==> src/rtl/fir_pkg.sv <==
// fir_pkg: shared definitions for the FIR MAC cell.
//   rnd_mode_e : per-sample rounding mode encoding (value 3 is treated as truncate)
//   PIPE_LAT   : cycles from an accepted sample to its partial sum at c_out
package fir_pkg;

    typedef enum logic [1:0] {
        RND_TRUNC   = 2'd0,
        RND_HALF_UP = 2'd1,
        RND_CONV    = 2'd2
    } rnd_mode_e;

    localparam int PIPE_LAT = 4;

endpackage

==> src/rtl/fir_round.sv <==
// fir_round: registered rounding stage. Drops FRAC_BITS LSBs from a signed
// IN_W-bit product and produces an OUT_W = IN_W-FRAC_BITS+1 bit result; the
// extra bit absorbs the carry when rounding up the most positive value.
// Ports:
//   clock, reset : rising-edge clock, synchronous active-high reset
//   mode_in      : rounding mode (rnd_mode_e encoding, 3 behaves as truncate)
//   data_in      : signed product to round
//   data_out     : signed rounded value, one cycle later
module fir_round
    import fir_pkg::*;
#(
    parameter  int IN_W      = 28,
    parameter  int FRAC_BITS = 16,
    localparam int OUT_W     = IN_W - FRAC_BITS + 1
) (
    input  logic                    clock,
    input  logic                    reset,
    input  logic [1:0]              mode_in,
    input  logic signed [IN_W-1:0]  data_in,
    output logic signed [OUT_W-1:0] data_out
);

    localparam int EXT_W = IN_W + 1;

    function automatic logic signed [OUT_W-1:0] round_val(
        input logic signed [IN_W-1:0] x,
        input logic [1:0]             mode
    );
        logic signed [EXT_W-1:0]  xe;
        logic signed [EXT_W-1:0]  fl;
        logic signed [EXT_W-1:0]  half_v;
        logic [FRAC_BITS-1:0]     frac;
        logic [FRAC_BITS-1:0]     half_f;
        xe     = EXT_W'(x);
        half_v = EXT_W'(1) <<< (FRAC_BITS - 1);
        half_f = FRAC_BITS'(1) << (FRAC_BITS - 1);
        frac   = x[FRAC_BITS-1:0];
        fl     = xe >>> FRAC_BITS;
        case (mode)
            RND_HALF_UP: fl = (xe + half_v) >>> FRAC_BITS;
            // Exact halves go to the even neighbour; above-half always rounds up.
            RND_CONV: begin
                if ((frac > half_f) || ((frac == half_f) && fl[0])) begin
                    fl = fl + EXT_W'(1);
                end
            end
            default: ;
        endcase
        return fl[OUT_W-1:0];
    endfunction

    logic signed [OUT_W-1:0] data_d;
    logic signed [OUT_W-1:0] data_q;

    always_comb begin
        data_d = round_val(data_in, mode_in);
    end

    always_ff @(posedge clock) begin
        if (reset) begin
            data_q <= '0;
        end else begin
            data_q <= data_d;
        end
    end

    assign data_out = data_q;

endmodule

==> src/rtl/fir_mac_cell.sv <==
// fir_mac_cell: one systolic FIR tap. Multiplies the sample by a double-
// buffered coefficient, rounds the product, and adds the upstream partial sum.
// Pipeline: S1 capture, S2 multiply, S3 round (fir_round), S4 add -> c_out.
// Optional feature macro MAC_SAT_EN: saturate the S4 sum and report a sticky
// sat_flag; when undefined the sum wraps and sat_flag is tied low.
// Ports:
//   clock, reset              : rising-edge clock, synchronous active-high reset
//   in_valid                  : qualifies b_in, c_in, rnd_mode
//   b_in, c_in, rnd_mode      : sample, upstream partial sum, rounding mode
//   coeff_wr, coeff_wdata     : load shadow coefficient
//   coeff_commit              : copy shadow into active coefficient
//   b_out, b_valid_out        : sample forwarded to the next tap (1 cycle)
//   c_out, c_valid_out        : partial sum out (4 cycles)
//   sat_flag, sat_clr         : sticky overflow flag and its clear
module fir_mac_cell
    import fir_pkg::*;
#(
    parameter int B_WIDTH   = 12,
    parameter int C_WIDTH   = 12,
    parameter int COEFF_W   = 16,
    parameter int FRAC_BITS = 16
) (
    input  logic                      clock,
    input  logic                      reset,
    input  logic                      in_valid,
    input  logic signed [B_WIDTH-1:0] b_in,
    input  logic signed [C_WIDTH-1:0] c_in,
    input  logic [1:0]                rnd_mode,
    input  logic                      coeff_wr,
    input  logic signed [COEFF_W-1:0] coeff_wdata,
    input  logic                      coeff_commit,
    output logic signed [B_WIDTH-1:0] b_out,
    output logic                      b_valid_out,
    output logic signed [C_WIDTH-1:0] c_out,
    output logic                      c_valid_out,
    output logic                      sat_flag,
    input  logic                      sat_clr
);

    localparam int PROD_W = COEFF_W + B_WIDTH;
    localparam int RND_W  = PROD_W - FRAC_BITS + 1;
    localparam int SUM_W  = C_WIDTH + 1;
    localparam int MAX_W  = (RND_W > SUM_W) ? RND_W : SUM_W;

    // The sum fits C_WIDTH bits exactly when its two top bits agree.
    function automatic logic sum_ovf(input logic signed [SUM_W-1:0] s);
        return s[SUM_W-1] != s[SUM_W-2];
    endfunction

    function automatic logic signed [C_WIDTH-1:0] sum_clamp(input logic signed [SUM_W-1:0] s);
        if (!sum_ovf(s)) begin
            return s[C_WIDTH-1:0];
        end else if (s[SUM_W-1]) begin
            return {1'b1, {(C_WIDTH-1){1'b0}}};
        end else begin
            return {1'b0, {(C_WIDTH-1){1'b1}}};
        end
    endfunction

    logic signed [COEFF_W-1:0] shadow_d, shadow_q;
    logic signed [COEFF_W-1:0] active_d, active_q;
    logic                      vld_p1_d, vld_p1_q;
    logic signed [B_WIDTH-1:0] b_p1_d, b_p1_q;
    logic signed [C_WIDTH-1:0] c_p1_d, c_p1_q;
    logic [1:0]                rnd_p1_d, rnd_p1_q;
    logic signed [COEFF_W-1:0] coef_p1_d, coef_p1_q;
    logic                      vld_p2_d, vld_p2_q;
    logic signed [PROD_W-1:0]  prod_p2_d, prod_p2_q;
    logic signed [C_WIDTH-1:0] c_p2_d, c_p2_q;
    logic [1:0]                rnd_p2_d, rnd_p2_q;
    logic                      vld_p3_d, vld_p3_q;
    logic signed [C_WIDTH-1:0] c_p3_d, c_p3_q;
    logic signed [RND_W-1:0]   rnd_p3;
    logic signed [MAX_W-1:0]   rnd_wide_p3;
    logic signed [SUM_W-1:0]   sum_p3;
    logic                      vld_p4_d, vld_p4_q;
    logic signed [C_WIDTH-1:0] c_p4_d, c_p4_q;

    always_comb begin
        shadow_d = coeff_wr ? coeff_wdata : shadow_q;
        // Using shadow_d makes a same-cycle write+commit activate the new data.
        active_d = coeff_commit ? shadow_d : active_q;

        // S1 capture: coefficient is latched with the sample so later commits
        // do not disturb samples already in flight.
        vld_p1_d  = in_valid;
        b_p1_d    = b_in;
        c_p1_d    = c_in;
        rnd_p1_d  = rnd_mode;
        coef_p1_d = active_q;

        // S2 multiply at full width
        vld_p2_d  = vld_p1_q;
        prod_p2_d = PROD_W'(b_p1_q) * PROD_W'(coef_p1_q);
        c_p2_d    = c_p1_q;
        rnd_p2_d  = rnd_p1_q;

        // S3 round happens inside fir_round; c_in rides alongside
        vld_p3_d  = vld_p2_q;
        c_p3_d    = c_p2_q;

        // S4 add at C_WIDTH+1 bits
        rnd_wide_p3 = MAX_W'(rnd_p3);
        sum_p3      = SUM_W'(c_p3_q) + $signed(rnd_wide_p3[SUM_W-1:0]);
        vld_p4_d    = vld_p3_q;
`ifdef MAC_SAT_EN
        c_p4_d      = sum_clamp(sum_p3);
`else
        c_p4_d      = sum_p3[C_WIDTH-1:0];
`endif
    end

    fir_round #(
        .IN_W      (PROD_W),
        .FRAC_BITS (FRAC_BITS)
    ) u_round (
        .clock    (clock),
        .reset    (reset),
        .mode_in  (rnd_p2_q),
        .data_in  (prod_p2_q),
        .data_out (rnd_p3)
    );

    always_ff @(posedge clock) begin
        if (reset) begin
            shadow_q  <= '0;
            active_q  <= '0;
            vld_p1_q  <= 1'b0;
            b_p1_q    <= '0;
            c_p1_q    <= '0;
            rnd_p1_q  <= '0;
            coef_p1_q <= '0;
            vld_p2_q  <= 1'b0;
            prod_p2_q <= '0;
            c_p2_q    <= '0;
            rnd_p2_q  <= '0;
            vld_p3_q  <= 1'b0;
            c_p3_q    <= '0;
            vld_p4_q  <= 1'b0;
            c_p4_q    <= '0;
        end else begin
            shadow_q  <= shadow_d;
            active_q  <= active_d;
            vld_p1_q  <= vld_p1_d;
            b_p1_q    <= b_p1_d;
            c_p1_q    <= c_p1_d;
            rnd_p1_q  <= rnd_p1_d;
            coef_p1_q <= coef_p1_d;
            vld_p2_q  <= vld_p2_d;
            prod_p2_q <= prod_p2_d;
            c_p2_q    <= c_p2_d;
            rnd_p2_q  <= rnd_p2_d;
            vld_p3_q  <= vld_p3_d;
            c_p3_q    <= c_p3_d;
            vld_p4_q  <= vld_p4_d;
            c_p4_q    <= c_p4_d;
        end
    end

`ifdef MAC_SAT_EN
    logic sat_d, sat_q;

    // A new overflow wins over a simultaneous clear.
    always_comb begin
        sat_d = sat_q;
        if (sat_clr) begin
            sat_d = 1'b0;
        end
        if (vld_p3_q && sum_ovf(sum_p3)) begin
            sat_d = 1'b1;
        end
    end

    always_ff @(posedge clock) begin
        if (reset) begin
            sat_q <= 1'b0;
        end else begin
            sat_q <= sat_d;
        end
    end

    assign sat_flag = sat_q;
`else
    logic unused_sat;
    assign unused_sat = ^{sat_clr, sum_p3[SUM_W-1], sum_clamp(sum_p3)};
    assign sat_flag   = 1'b0;
`endif

    assign b_out       = b_p1_q;
    assign b_valid_out = vld_p1_q;
    assign c_out       = c_p4_q;
    assign c_valid_out = vld_p4_q;

endmodule

==> config.mk <==
export PLATFORM = sky130hd
export DESIGN_NAME = fir_mac_cell
export DESIGN_NICKNAME = d
export VERILOG_FILES = /design/src/rtl/fir_pkg.sv /design/src/rtl/fir_round.sv /design/src/rtl/fir_mac_cell.sv
export SDC_FILE = /design/constraint.sdc
export NUM_CORES = 1
export LEC_CHECK = 0
export CAP_MARGIN = 5
export CORE_UTILIZATION = 49
export CTS_CLUSTER_SIZE = 30
export DETAILED_ROUTE_END_ITERATION = 10
export GPL_ROUTABILITY_DRIVEN = 0
export MAX_ROUTING_LAYER = met4
export PLACE_DENSITY = 0.69
export SYNTH_ARGS = -nofsm -noshare
export SYNTH_HDL_FRONTEND = slang
export SYNTH_SLANG_ARGS = --single-unit
==> constraint.sdc <==
create_clock -name clock -period 6.8 [get_ports clock]
set_input_delay 1.36 -clock clock [delete_from_list [all_inputs] [get_ports clock]]
set_output_delay 1.36 -clock clock [all_outputs]
set_load 0.02 [all_outputs]
==> qor.yml <==
leakagePower_nw: 6.422
post-route-period-util: 0.8519
status: "completed"
powerDensity_nw_per_um2: 189.0
place_inst: 1668
relSlewSlack: 0.2538
rsz0062_at_grt: "no"
maxSlewViolCount: 0
routed_wl_mm: 25.35
area_delta_synth_final_pct: 12.29
dpl.hpwl_mm: 19.08
syn_nets: 1625
setup_tns_ns: 0
min_path_type: "reg -> reg"
vias_per_cell: 5.110
syn_inst: 1324
skew_ns: 0.02535
fmax_ghz: 0.1726
path_max_fanout: 17
drv_cap: 0
start_util: 0.5037
postCtsResizedCells: 0
grt_pass1_vias: 9162
rows: 57
io_pins: 75
portBuffers: 72
drc_errors: 0
total_power_w: 0.002615
clk_latency_ns: 0.44
cts.sinks: 156
first_iter_violations: 391
drt_first_pass_iters: 5
cts-root-buf: "clkbuf_16"
synth-warning-count: 0
arrival_ns: 6.09
ys_seq_area_frac: 0.2535
ys_ff_latch: 156
antenna_cells: 0
antenna_found_initial: 0
cp.required_ns: 7.10
finalSetupViolations: 0
cp-start-kind: "flop"
synth_top_area_frac: 0.2908
antenna_left: 0
fin_crit_ns: 5.793
whs_ns: 0.4324
core-area_um2: 24460
grt_max_degree: 93
hold_viol_final: 0
fp.dieW_um: 160.6
cts_max_path_buffers: 2
htreeDepth: 4
synth_ff_type: "dfxtp_1"
cts-hold-fix-buffers: 0
synth_edf_count: 0
syn_area_per_cell_um2: 9.307
grt_pass1_wl_mm: 43.97
synth.distinct_cells: 66
grt_use_total: 0.2220
numCtsBuffers: 17
routedWlPerCell_um: 14.91
final_net_count: 1664
syn_area_um2: 12320
drive_above_1_share: 0.03924
synthTopCellsByArea: "fa_1, dfxtp_1, ha_1"
yosysTopAreaCell: "fa_1"
die_area_um2: 25780
postCtsSetupBuffers: 0
final_cells: 1700
crit_type: "reg -> reg"
die_height_um: 160.6
peakVddDrop_mv: 0.1409
clk_pin_slew_ns: 0.08
synthArstFlopShare: 0
crit_path_end_kind: "flop"
via_count: 8687
overflow: 0
worst_pin_slew_ns: 1.116
cts_tree: "done"
sequential cells by signal, summed over array words and instances (netlist names), 2 cells and up:
register and count:
active_q 16, b_out 12, c_out 12, c_p1_q 12, c_p2_q 12, c_p3_q 12
coef_p1_q 16, prod_p2_q 28, rnd_p1_q 2, rnd_p2_q 2, shadow_q 16, u_round.data_out 12
cells in the mapped netlist, drive strengths merged (8+ instances only):
| library cell | n |
|---|---|
| inv | 243 |
| fa | 179 |
| dfxtp | 156 |
| nand2 | 132 |
| nor2 | 87 |
| nor2b | 84 |
| ha | 74 |
| and2 | 62 |
| clkbuf | 50 |
| a21oi | 32 |
| o21ai | 29 |
| a211oi | 21 |
| xnor2 | 18 |
| mux2i | 17 |
| nor3 | 13 |
| xor2 | 11 |
| nand3 | 10 |
| nor4 | 8 |
| o21a | 8 |
final timing paths:
path,endpoint,from,slack [ns],depth (start not counted)
setup / recovery,prod_p2_q[25],b_out[3],1.01,17
hold / removal,c_p2_q[2],c_p1_q[2],0.43,1
setup reg to reg,prod_p2_q[25],b_out[3],1.01,17
hold reg to reg,c_p2_q[2],c_p1_q[2],0.43,1
area by class of cell:
class	count	area, µm²
Inverter	243	912.1
Clock buffer	17	425.4
Fill cell	2169	10630
Clock inverter	15	175.2
Sequential cell	156	3123
Multi-Input combinational cell	870	8054
Timing Repair Buffer	75	740.7
Tap cell	324	405.4
worst max-delay path, stage by stage (launching register included):
cell and delay, ns:
dfxtp_1 0.81, nand2_1 0.20, inv_1 0.18, fa_1 0.58, fa_1 0.61, fa_1 0.45, fa_1 0.55, inv_1 0.05
fa_1 0.53, inv_1 0.04, ha_1 0.36, nand4_1 0.20, o31ai_1 0.10, nor4_1 0.25, nand3_1 0.23, o31ai_1 0.30
xor2_1 0.17, nor2_1 0.05
through the flow:
step           utilization  setup WS (ns)  area [µm²]
2_1_floorplan            -          1.605       12320
3_3_place_gp        0.5410          1.064       13240
3_5_place_dp        0.5410          1.021       13240
4_1_cts             0.5656          1.027       13840
5_1_grt             0.5656         0.6254       13840
6_report            0.5656          1.007       13840
power by group:
group	internal, W	switching (W)	total [W]	leakage, nW
Sequential	0.000986	0.0000745	0.00106	1.28
Combinational	0.000266	0.000331	0.000597	4.86
Clock	0.000495	0.000462	0.000957	0.282
Total	0.00175	0.000868	0.00261	6.42
cell usage in the layout, fill, tap and decap left out, drive strengths merged, types with 17 or more instances in the layout:
cell / synthesis / final
and2: 62 / 62
fa: 179 / 179
o21ai: 29 / 29
clkdlybuf4s50: 0 / 71
inv: 243 / 249
a21oi: 32 / 32
dfxtp: 156 / 156
nand2: 132 / 132
nor2: 87 / 87
clkbuf: 50 / 17
mux2i: 17 / 17
xnor2: 18 / 18
a211oi: 21 / 21
ha: 74 / 74
nor2b: 84 / 84
per-layer routing:
layer / global-route usage / up-vias / share of wire
met3: 0.03822 / 44 / 0.040
met1: 0.2661 / 4314 / 0.43
met4: 0.08095 / 0 / 0.023
met2: 0.3745 / 178 / 0.51
met5: - / - / 0
li1: - / 4151 / -
logic make-up after synthesis:
logic type                 after synthesis  synth area share
muxes                                   20           0.01655
adders and majority gates              253            0.3660
xor gates and xnor gates                29           0.02061
DFF                                    156            0.2535
other                                    1         0.0003043
and+or+nand+nor                        432            0.1756
buffers and inverters                  298           0.09291
AOI/OAI and AO/OA                      135           0.07464
No activity file was read; power rests on OpenSTA's default activity.
